==> config.mk <==
export PLATFORM = sky130hd
export DESIGN_NAME = pc_gen_flat
export DESIGN_NICKNAME = d
export VERILOG_FILES = /design/src/rtl/pc_pkg.sv /design/src/rtl/pc_gen_if.sv /design/src/rtl/pc_next_sel.sv /design/src/rtl/pc_gen.sv /design/src/flat_wrapper.sv
export SDC_FILE = /design/constraint.sdc
export NUM_CORES = 1
export LEC_CHECK = 0
export ABC_AREA = 1
export CORE_ASPECT_RATIO = 0.6
export CORE_UTILIZATION = 43
export DETAILED_ROUTE_END_ITERATION = 16
export HOLD_SLACK_MARGIN = 0.15
export PLACE_DENSITY = 0.77
export SETUP_SLACK_MARGIN = 0.5
export SLEW_MARGIN = 40
export SYNTH_ARGS = -nofsm -noshare
export SYNTH_HDL_FRONTEND = slang
export SYNTH_SLANG_ARGS = --single-unit
==> constraint.sdc <==
create_clock -name i_clk -period 2.2 [get_ports i_clk]
set_input_delay 0.55 -clock i_clk [delete_from_list [all_inputs] [get_ports i_clk]]
set_output_delay 0.55 -clock i_clk [all_outputs]
set_load 0.1 [all_outputs]
==> src/rtl/pc_pkg.sv <==
// pc_pkg: shared types and defaults for the program-counter generator.
package pc_pkg;

   localparam int unsigned PC_DEF_XLEN = 32;
   localparam logic [31:0] PC_DEF_RESET_VECTOR = 32'h0000_0000;

   typedef enum logic [1:0] {
      BOOT = 2'd0,
      RUN  = 2'd1,
      HALT = 2'd2
   } pc_state_e;

   // Plain-vector views of the states for the legacy-style state register.
   localparam logic [1:0] ST_BOOT = 2'(BOOT);
   localparam logic [1:0] ST_RUN  = 2'(RUN);
   localparam logic [1:0] ST_HALT = 2'(HALT);

endpackage

==> src/rtl/pc_gen_if.sv <==
// pc_gen_if: instruction-fetch request port (valid/ready plus address).
interface pc_gen_if #(
   parameter int unsigned XLEN = 32
);
   logic            o_fetch_valid;
   logic            i_fetch_ready;
   logic [XLEN-1:0] o_pc;
   logic [XLEN-1:0] o_pc_plus;

   modport master (
      output o_fetch_valid,
      output o_pc,
      output o_pc_plus,
      input  i_fetch_ready
   );

   modport slave (
      input  o_fetch_valid,
      input  o_pc,
      input  o_pc_plus,
      output i_fetch_ready
   );
endinterface

==> src/rtl/pc_next_sel.sv <==
// pc_next_sel: combinational priority mux choosing next PC and next state.
module pc_next_sel
   import pc_pkg::*;
#(
   parameter int unsigned XLEN = 32
) (
   input  logic [1:0]      state_i,
   input  logic [XLEN-1:0] pc_i,
   input  logic [XLEN-1:0] pc_plus_i,
   input  logic            trap_valid_i,
   input  logic [XLEN-1:0] trap_vec_i,
   input  logic            redirect_valid_i,
   input  logic [XLEN-1:0] redirect_pc_i,
   input  logic            redirect_misalign_i,
   input  logic            halt_req_i,
   input  logic            resume_i,
   input  logic            stall_i,
   input  logic            fetch_ready_i,
   output logic [XLEN-1:0] next_pc_c_o,
   output logic [1:0]      next_state_c_o,
   output logic            load_c_o
);

   // Next PC / state selection; trap outranks redirect outranks halt outranks hold.
   always_comb begin
      next_pc_c_o    = pc_i;
      next_state_c_o = state_i;
      load_c_o       = 1'b0;
      case (state_i)
         ST_BOOT: begin
            next_state_c_o = halt_req_i ? ST_HALT : ST_RUN;
         end
         ST_RUN: begin
            if (trap_valid_i) begin
               next_pc_c_o = trap_vec_i;
               load_c_o    = 1'b1;
            end else if (redirect_valid_i) begin
               if (!redirect_misalign_i) begin
                  next_pc_c_o = redirect_pc_i;
                  load_c_o    = 1'b1;
               end
            end else if (halt_req_i) begin
               next_state_c_o = ST_HALT;
            end else if (!stall_i && fetch_ready_i) begin
               next_pc_c_o = pc_plus_i;
            end
         end
         ST_HALT: begin
            if (trap_valid_i) begin
               next_pc_c_o    = trap_vec_i;
               next_state_c_o = ST_RUN;
               load_c_o       = 1'b1;
            end else if (redirect_valid_i) begin
               if (!redirect_misalign_i) begin
                  next_pc_c_o = redirect_pc_i;
                  load_c_o    = 1'b1;
               end
            end else if (resume_i && !halt_req_i) begin
               next_state_c_o = ST_RUN;
            end
         end
         default: begin
            next_state_c_o = ST_BOOT;
         end
      endcase
   end

endmodule

==> src/rtl/pc_gen.sv <==
// pc_gen: fetch PC register with boot/run/halt sequencing and fetch handshake.
// Optional feature: define PC_GEN_ALIGN_CHK_EN to suppress misaligned redirects
// and raise a one-cycle o_misalign pulse.
module pc_gen
   import pc_pkg::*;
#(
   parameter int unsigned     XLEN         = PC_DEF_XLEN,
   parameter logic [XLEN-1:0] RESET_VECTOR = XLEN'(PC_DEF_RESET_VECTOR),
   parameter int unsigned     ILEN_BYTES   = 4
) (
   input  logic            i_clk,
   input  logic            i_rst,
   input  logic            i_stall,
   input  logic            i_redirect_valid,
   input  logic [XLEN-1:0] i_redirect_pc,
   input  logic            i_trap_valid,
   input  logic [XLEN-1:0] i_trap_vec,
   input  logic            i_halt_req,
   input  logic            i_resume,
   pc_gen_if.master        fetch,
   output logic            o_first_after_redirect,
`ifdef PC_GEN_ALIGN_CHK_EN
   output logic            o_misalign,
`endif
   output logic            o_halted
);

   logic [1:0]      state_q,  state_d;
   logic [XLEN-1:0] pc_q,     pc_d;
   logic            valid_q,  valid_d;
   logic            first_q,  first_d;
   logic            halted_q, halted_d;
   logic [1:0]      next_state_c;
   logic [XLEN-1:0] next_pc_c;
   logic [XLEN-1:0] pc_plus_c;
   logic            load_c;
   logic            accept_c;
   logic            misalign_c;

   assign pc_plus_c = pc_q + XLEN'(ILEN_BYTES);
   assign accept_c  = valid_q & fetch.i_fetch_ready & ~i_stall;

`ifdef PC_GEN_ALIGN_CHK_EN
   logic misalign_q, misalign_d;
   logic redir_bad_c;

   // Target alignment check against the instruction granule.
   assign redir_bad_c = (ILEN_BYTES == 2) ? i_redirect_pc[0] : (|i_redirect_pc[1:0]);
   assign misalign_c  = redir_bad_c;
   assign misalign_d  = (state_q != ST_BOOT) & i_redirect_valid & ~i_trap_valid & redir_bad_c;
   assign o_misalign  = misalign_q;
`else
   assign misalign_c = 1'b0;
`endif

   pc_next_sel #(
      .XLEN (XLEN)
   ) u_next_sel (
      .state_i             (state_q),
      .pc_i                (pc_q),
      .pc_plus_i           (pc_plus_c),
      .trap_valid_i        (i_trap_valid),
      .trap_vec_i          (i_trap_vec),
      .redirect_valid_i    (i_redirect_valid),
      .redirect_pc_i       (i_redirect_pc),
      .redirect_misalign_i (misalign_c),
      .halt_req_i          (i_halt_req),
      .resume_i            (i_resume),
      .stall_i             (i_stall),
      .fetch_ready_i       (fetch.i_fetch_ready),
      .next_pc_c_o         (next_pc_c),
      .next_state_c_o      (next_state_c),
      .load_c_o            (load_c)
   );

   // Next-state values for all registered outputs.
   always_comb begin
      state_d  = next_state_c;
      pc_d     = next_pc_c;
      valid_d  = (next_state_c == ST_RUN);
      halted_d = (next_state_c == ST_HALT);
      first_d  = first_q;
      if (load_c) begin
         first_d = 1'b1;
      end else if (accept_c) begin
         first_d = 1'b0;
      end
   end

   // State and output registers with synchronous active-low reset.
   always_ff @(posedge i_clk) begin
      if (!i_rst) begin
         state_q  <= ST_BOOT;
         pc_q     <= RESET_VECTOR;
         valid_q  <= 1'b0;
         first_q  <= 1'b1;
         halted_q <= 1'b0;
`ifdef PC_GEN_ALIGN_CHK_EN
         misalign_q <= 1'b0;
`endif
      end else begin
         state_q  <= state_d;
         pc_q     <= pc_d;
         valid_q  <= valid_d;
         first_q  <= first_d;
         halted_q <= halted_d;
`ifdef PC_GEN_ALIGN_CHK_EN
         misalign_q <= misalign_d;
`endif
      end
   end

   assign fetch.o_fetch_valid  = valid_q;
   assign fetch.o_pc           = pc_q;
   assign fetch.o_pc_plus      = pc_plus_c;
   assign o_first_after_redirect = first_q;
   assign o_halted             = halted_q;

endmodule

==> src/flat_wrapper.sv <==
// flat-port wrapper written by rule: the top's interface ports become plain ports
module pc_gen_flat import pc_pkg::*;
#(
   parameter int unsigned     XLEN         = PC_DEF_XLEN,
   parameter logic [XLEN-1:0] RESET_VECTOR = XLEN'(PC_DEF_RESET_VECTOR),
   parameter int unsigned     ILEN_BYTES   = 4
)
  (i_clk, i_rst, i_stall, i_redirect_valid, i_redirect_pc, i_trap_valid, i_trap_vec, i_halt_req, i_resume, o_first_after_redirect, o_halted, fetch_o_fetch_valid, fetch_o_pc, fetch_o_pc_plus, fetch_i_fetch_ready);
  pc_gen_if #(.XLEN(XLEN)) fetch_i ();
  input  logic i_clk;
  input  logic i_rst;
  input  logic i_stall;
  input  logic i_redirect_valid;
  input  logic [XLEN-1:0] i_redirect_pc;
  input  logic i_trap_valid;
  input  logic [XLEN-1:0] i_trap_vec;
  input  logic i_halt_req;
  input  logic i_resume;
  output logic o_first_after_redirect;
  output logic o_halted;
  output wire logic [$bits(fetch_i.o_fetch_valid)-1:0] fetch_o_fetch_valid;
  output wire logic [$bits(fetch_i.o_pc)-1:0] fetch_o_pc;
  output wire logic [$bits(fetch_i.o_pc_plus)-1:0] fetch_o_pc_plus;
  input wire logic [$bits(fetch_i.i_fetch_ready)-1:0] fetch_i_fetch_ready;
  assign fetch_o_fetch_valid = fetch_i.o_fetch_valid;
  assign fetch_o_pc = fetch_i.o_pc;
  assign fetch_o_pc_plus = fetch_i.o_pc_plus;
  assign fetch_i.i_fetch_ready = fetch_i_fetch_ready;
  pc_gen #(.XLEN(XLEN), .RESET_VECTOR(RESET_VECTOR), .ILEN_BYTES(ILEN_BYTES)) u_core (.i_clk(i_clk), .i_rst(i_rst), .i_stall(i_stall), .i_redirect_valid(i_redirect_valid), .i_redirect_pc(i_redirect_pc), .i_trap_valid(i_trap_valid), .i_trap_vec(i_trap_vec), .i_halt_req(i_halt_req), .i_resume(i_resume), .fetch(fetch_i), .o_first_after_redirect(o_first_after_redirect), .o_halted(o_halted));
endmodule
## Word-level counts from Yosys, hierarchy flattened

Cells that the tools add are included.

- Bits of input ports: 72
- Flip-flop bits (word level): 37

- Add/sub/neg operators: 1
- Bitwise operators: 4
- Reduce and logical (&&, ||, !) cells: 9
- Equal/unequal tests: 7
- Multiplexer cells: 18

Operators by type and width:

| operator | count |
|---|---|
| $mux W32 | 6 |
| $pmux W32 S2 | 1 |
| $add A32 B3 Y32 const B | 1 |
| $mux W2 | 7 |
| $ne A4 B4 Y1 const B | 2 |
| $pmux W2 S3 | 1 |
| $eq A2 B1 Y1 const B | 2 |
| $eq A2 B2 Y1 const B | 2 |
| $reduce_and A4 Y1 | 1 |
| $reduce_or A2 Y1 | 2 |
| $mux W1 | 3 |
| $ne A3 B3 Y1 const B | 1 |
| $and A1 B1 Y1 | 2 |
| $logic_and A1 B1 Y1 | 2 |
| $logic_not A1 Y1 | 2 |
| $logic_not A2 Y1 | 1 |
| $not A1 Y1 | 2 |
| $reduce_bool A2 Y1 | 1 |

## Depth between registers and ports, before layout

Gate-level depths: netlist of run 1.

- Word-level depth: 7
- Depth in mapped cells: 10

## By module

A second synthesis of run 1 with hierarchy kept.

- Cells, all modules: 848
- Area, all modules: 4470.5 µm²

By module, submodules not included:

| module | area each (µm²) | cells each | seq. area each (µm²) | times used |
|---|---|---|---|---|
| pc_next_sel | 2538.7 | 563 | 0.0 | 1 |
| pc_gen | 1931.9 | 285 | 740.7 | 1 |

## Worst setup path after synthesis of run 1

No wires, ideal clock.

- Kind: register to output
- Start: reg u_core.pc_q[2], in the netlist u_core.fetch.o_pc[2]
- End: out fetch_o_pc_plus[7]
- Required time: 1.650 ns
- Arrival: 3.781 ns
- Cell stages (with the launch flop): 5
- Setup slack: -2.131 ns
- Buffers on the path: 0
- Cells stage by stage: dfxtp_1 -> inv_1 -> nor2_4 -> nand2_2 -> xnor2_1

- Longest elaborated chain between the ends: 1

Ends and longest elaborated chain:

| item | RTL line | text |
|---|---|---|
| start: declaration | pc_gen.sv:29 | `logic [XLEN-1:0] pc_q, pc_d;` |
| start signal: assignment | pc_gen.sv:103 | `pc_q <= pc_d;` |
| $add A32 B3 Y32 | pc_gen.sv:40 | `assign pc_plus_c = pc_q + XLEN'(ILEN_BYTES);` |
| end: declaration | flat_wrapper.sv:23 | `output wire logic [$bits(fetch_i.o_pc_plus)-1:0] fetch_o_pc_plus;` |

Every way passes these cells.

## Worst setup path in the final report of run 1

- Start: reg u_core.pc_q[15], in the netlist u_core.fetch.o_pc[15]
- End: out fetch_o_pc_plus[25]

Same word-level chain as after synthesis.

==> out/metrics.csv, run 1 <==
metric,value,unit
run_status,finished with violations,
violations_in_the_final_reports,setup timing,
core.rowCount,24,
timing.setup.tns,-4.236,ns
grt_first_pass_wirelength,22.37,mm
clock_skew,0.003675,ns
final_design_area_no_fill,6391,µm²
hold_violations,0,
grt.total_usage,0.3598,
avgViaCountPerCell,5.958,
grt.met1_usage,0.4843,
final_critical_path_setup_slack,-0.2271,ns
io_pins,139,
crit_path_end_kind,primary output,
numPortBuffers,138,
yosysUniqueCellTypes,29,
floorplan.initialDensity,0.4437,
place_area,5513,µm²
worstPathMaxFanout,6,
worstSetupStartpointType,flip-flop,
synth-seq-area-share,0.2297,
cts.path.max_buffers,2,
antenna_violations_before_repair,0,
power-per-cell-area,885.2,nW/µm²
global_route.usage.met3,0.06069,
drt-pass1-iter-count,7,
syn2layout_area_growth,98.22,%
gp_routability_congestion,0.9343,
maximum_level_of_the_cts_h_tree,2,
cts_buffers,5,
dieWidth,113.8,µm
yosys_most_used_dff,sky130_fd_sc_hd__dfxtp_1,
worstRegToRegCells,11,
synth_edf_count,0,
timing_worst_slew_pin_value,0.3929,ns
drc,0,
placedCellCount,812,
netlist_instances,570,
ys_seq_elements,37,
grt_overflow,0,
rsz0062_at_grt,true,
detail_route.wirelength,16.73,mm
antenna_violating_nets_post_route,0,
cts_hold_buf,0,
class_of_the_tightest_hold_or_removal_check,reg -> reg,
cts_num_sinks,37,
nFillCells,374,
first_global_vias,4490,
timing.final.crit_period,2.427,ns
dieArea,7860,µm²
wire_per_inst,19.70,µm
clkSlewWorstSetupHoldPaths,0.06,ns
tritoncts_clock_tree,built,
count_of_final_setup_violators,27,
number_of_design_rule_violations_left_by_the_first_detailed_router_iteration,782,
max-cap-violations,0,
crit_path_arrival_time,1.88,ns
final_min_period_over_clock_period,1.103,
clk_root_buffer_cell,sky130_fd_sc_hd__clkbuf_16,
grt-busiest-layer,met2,
postSynthNetCount,647,
vdd_ir_drop_max,0.0007511,V
hold_ws,0.5603,ns
core_area,7267,µm²
insertion_delay,0.29,ns
final_cell_count_no_fill,849,
slew_headroom,0.7381,
detailroute.via_count,5058,
dp.final_hpwl,9.867,mm
criticalPathCategory,reg -> out,
diodes,0,
seq_area,813.3,µm²
layout-drive-gt1-share,0.4013,
final_net_count,821,
async_reset_ff_frac,0,
timing.hold.worst_path_depth,2,
multi_input_area,2882,µm²
synthesis.area_per_instance,5.657,µm²
report.final.slew_viol_count,0,
die_height,69.08,µm
max_freq,0.4120,GHz
cp_data_required_time,1.65,ns
leakage_component_of_the_power,2.720,nW
grt_util_met2,0.5949,
yosys_warnings,0,
mappedNetlistArea,3224,µm²
grt_max_degree,36,
## cell families after synthesis
kind of cell	after synthesis	share of synthesized area
AOI/OAI and AO/OA	150	0.2383
xor gates and xnor gates	7	0.01901
adders and majority gates	5	0.01940
buffers and inverters	96	0.1215
DFF	37	0.2297
and+or+nand+nor	275	0.3721
## per-stage QoR
stage / utilization / total power [mW] / worst slack, ns
floorplan: - / 3.400 / -0.5836
global placement: 0.7586 / 4.425 / 0.04125
detailed placement: 0.7586 / 4.478 / 0.007781
CTS: 0.8252 / 5.383 / -0.1268
global route: 0.8795 / 5.787 / -0.2734
finish: 0.8795 / 5.658 / -0.2271
## flip-flops by register name (all words and copies together), names as in the netlist
signal                         flops
u_core.fetch.o_pc                 32
u_core.state_q                     2
u_core.fetch.o_fetch_valid         1
u_core.o_first_after_redirect      1
u_core.o_halted                    1
## repair_timing
action,in CTS,in global routing
cloned,2,0
setup endpoints to repair,63,53
setup buffers,15,12
gates resized for setup,57,83
pin swaps,27,40
## cell type report
cell class,instances,area share
well taps,104,0.02036
inverters,71,0.04346
flip-flops and latches,37,0.1273
clock buffers,8,0.02291
multi-input cells,437,0.4509
repair buffers,192,0.3352
## worst max-delay path, cell delays in order (launching register included)
cell and delay [ns]:
sky130_fd_sc_hd__dfxtp_2 0.42, sky130_fd_sc_hd__nand2_1 0.18, sky130_fd_sc_hd__nor2_4 0.16, sky130_fd_sc_hd__nand2_2 0.12, sky130_fd_sc_hd__nor2_4 0.24, sky130_fd_sc_hd__nand2_1 0.11, sky130_fd_sc_hd__nand2_2 0.14, sky130_fd_sc_hd__nand2_8 0.06
sky130_fd_sc_hd__buf_12 0.16
## power by group
group	total [mW]	switching (mW)	internal [mW]	leakage (nW)
Sequential	1.09	0.262	0.826	0.321
Clock	0.756	0.303	0.453	0.0712
Combinational	3.81	2.59	1.22	2.33
Total	5.66	3.16	2.50	2.72
## path summary, 6_finish.rpt
kind | from | endpoint | slack [ns]
worst min register to register | u_core.o_first_after_redirect | u_core.o_first_after_redirect | 0.56
worst max register to register | u_core.fetch.o_pc[15] | u_core.fetch.o_pc[21] | 0.34
worst min-delay path | u_core.o_first_after_redirect | u_core.o_first_after_redirect | 0.56
worst max-delay path | u_core.fetch.o_pc[15] | fetch_o_pc_plus[25] | -0.23
## per-layer routing
layer | wire length (µm) | vias up
met3 | 2026 | 126
met1 | 6273 | 2287
met5 | 0 | -
met2 | 7485 | 461
met4 | 943 | 0
li1 | - | 2184
## cell usage after synthesis, types with 2 or more instances
| library cell | n | share of area |
|---|---|---|
| sky130_fd_sc_hd__a21oi_1 | 55 | 0.085 |
| sky130_fd_sc_hd__nor2_1 | 65 | 0.076 |
| sky130_fd_sc_hd__nand2_2 | 5 | 0.0097 |
| sky130_fd_sc_hd__inv_1 | 67 | 0.078 |
| sky130_fd_sc_hd__ha_1 | 5 | 0.019 |
| sky130_fd_sc_hd__buf_4 | 3 | 0.0070 |
| sky130_fd_sc_hd__o211ai_1 | 3 | 0.0070 |
| sky130_fd_sc_hd__nor2_4 | 9 | 0.031 |
| sky130_fd_sc_hd__buf_6 | 2 | 0.0070 |
| sky130_fd_sc_hd__nor2_2 | 6 | 0.012 |
| sky130_fd_sc_hd__nand3_1 | 31 | 0.048 |
| sky130_fd_sc_hd__xnor2_1 | 4 | 0.011 |
| sky130_fd_sc_hd__a31oi_1 | 2 | 0.0039 |
| sky130_fd_sc_hd__o21ai_1 | 6 | 0.0093 |
| sky130_fd_sc_hd__o21ai_0 | 82 | 0.13 |
| sky130_fd_sc_hd__dfxtp_1 | 37 | 0.23 |
| sky130_fd_sc_hd__nand2_1 | 151 | 0.18 |
| sky130_fd_sc_hd__inv_2 | 3 | 0.0035 |
| sky130_fd_sc_hd__nand3b_1 | 2 | 0.0047 |
| sky130_fd_sc_hd__a21oi_2 | 2 | 0.0054 |
| sky130_fd_sc_hd__nand3_2 | 2 | 0.0062 |
| sky130_fd_sc_hd__buf_2 | 4 | 0.0062 |
| sky130_fd_sc_hd__xor2_1 | 3 | 0.0082 |
| sky130_fd_sc_hd__clkbuf_1 | 16 | 0.019 |
## layout by cell type, fill, tap and decap left out, types with 12 or more instances in the layout
master	instances
sky130_fd_sc_hd__a21oi_1	52
sky130_fd_sc_hd__buf_12	33
sky130_fd_sc_hd__buf_4	69
sky130_fd_sc_hd__buf_6	16
sky130_fd_sc_hd__clkdlybuf4s50_1	66
sky130_fd_sc_hd__dfxtp_2	19
sky130_fd_sc_hd__dfxtp_4	13
sky130_fd_sc_hd__inv_1	63
sky130_fd_sc_hd__nand2_1	99
sky130_fd_sc_hd__nand2_2	26
sky130_fd_sc_hd__nand2_4	26
sky130_fd_sc_hd__nand3_1	14
sky130_fd_sc_hd__nand3_2	15
sky130_fd_sc_hd__nor2_1	48
sky130_fd_sc_hd__nor2_2	13
sky130_fd_sc_hd__nor2_4	19
sky130_fd_sc_hd__o21ai_0	71
sky130_fd_sc_hd__o21ai_1	12
Note: power is estimated with default switching activity, not from simulation.
==> run 2: changes to the inputs <==
--- a/config.mk
+++ b/config.mk
@@ -9,6 +9,7 @@
 export CORE_ASPECT_RATIO = 0.6
 export CORE_UTILIZATION = 43
 export DETAILED_ROUTE_END_ITERATION = 16
+export GPL_TIMING_DRIVEN = 1
 export HOLD_SLACK_MARGIN = 0.15
 export PLACE_DENSITY = 0.77
 export SETUP_SLACK_MARGIN = 0.5
==> results of run 2 <==
The final DEF is identical to that of run 1; final timing and power are the same.
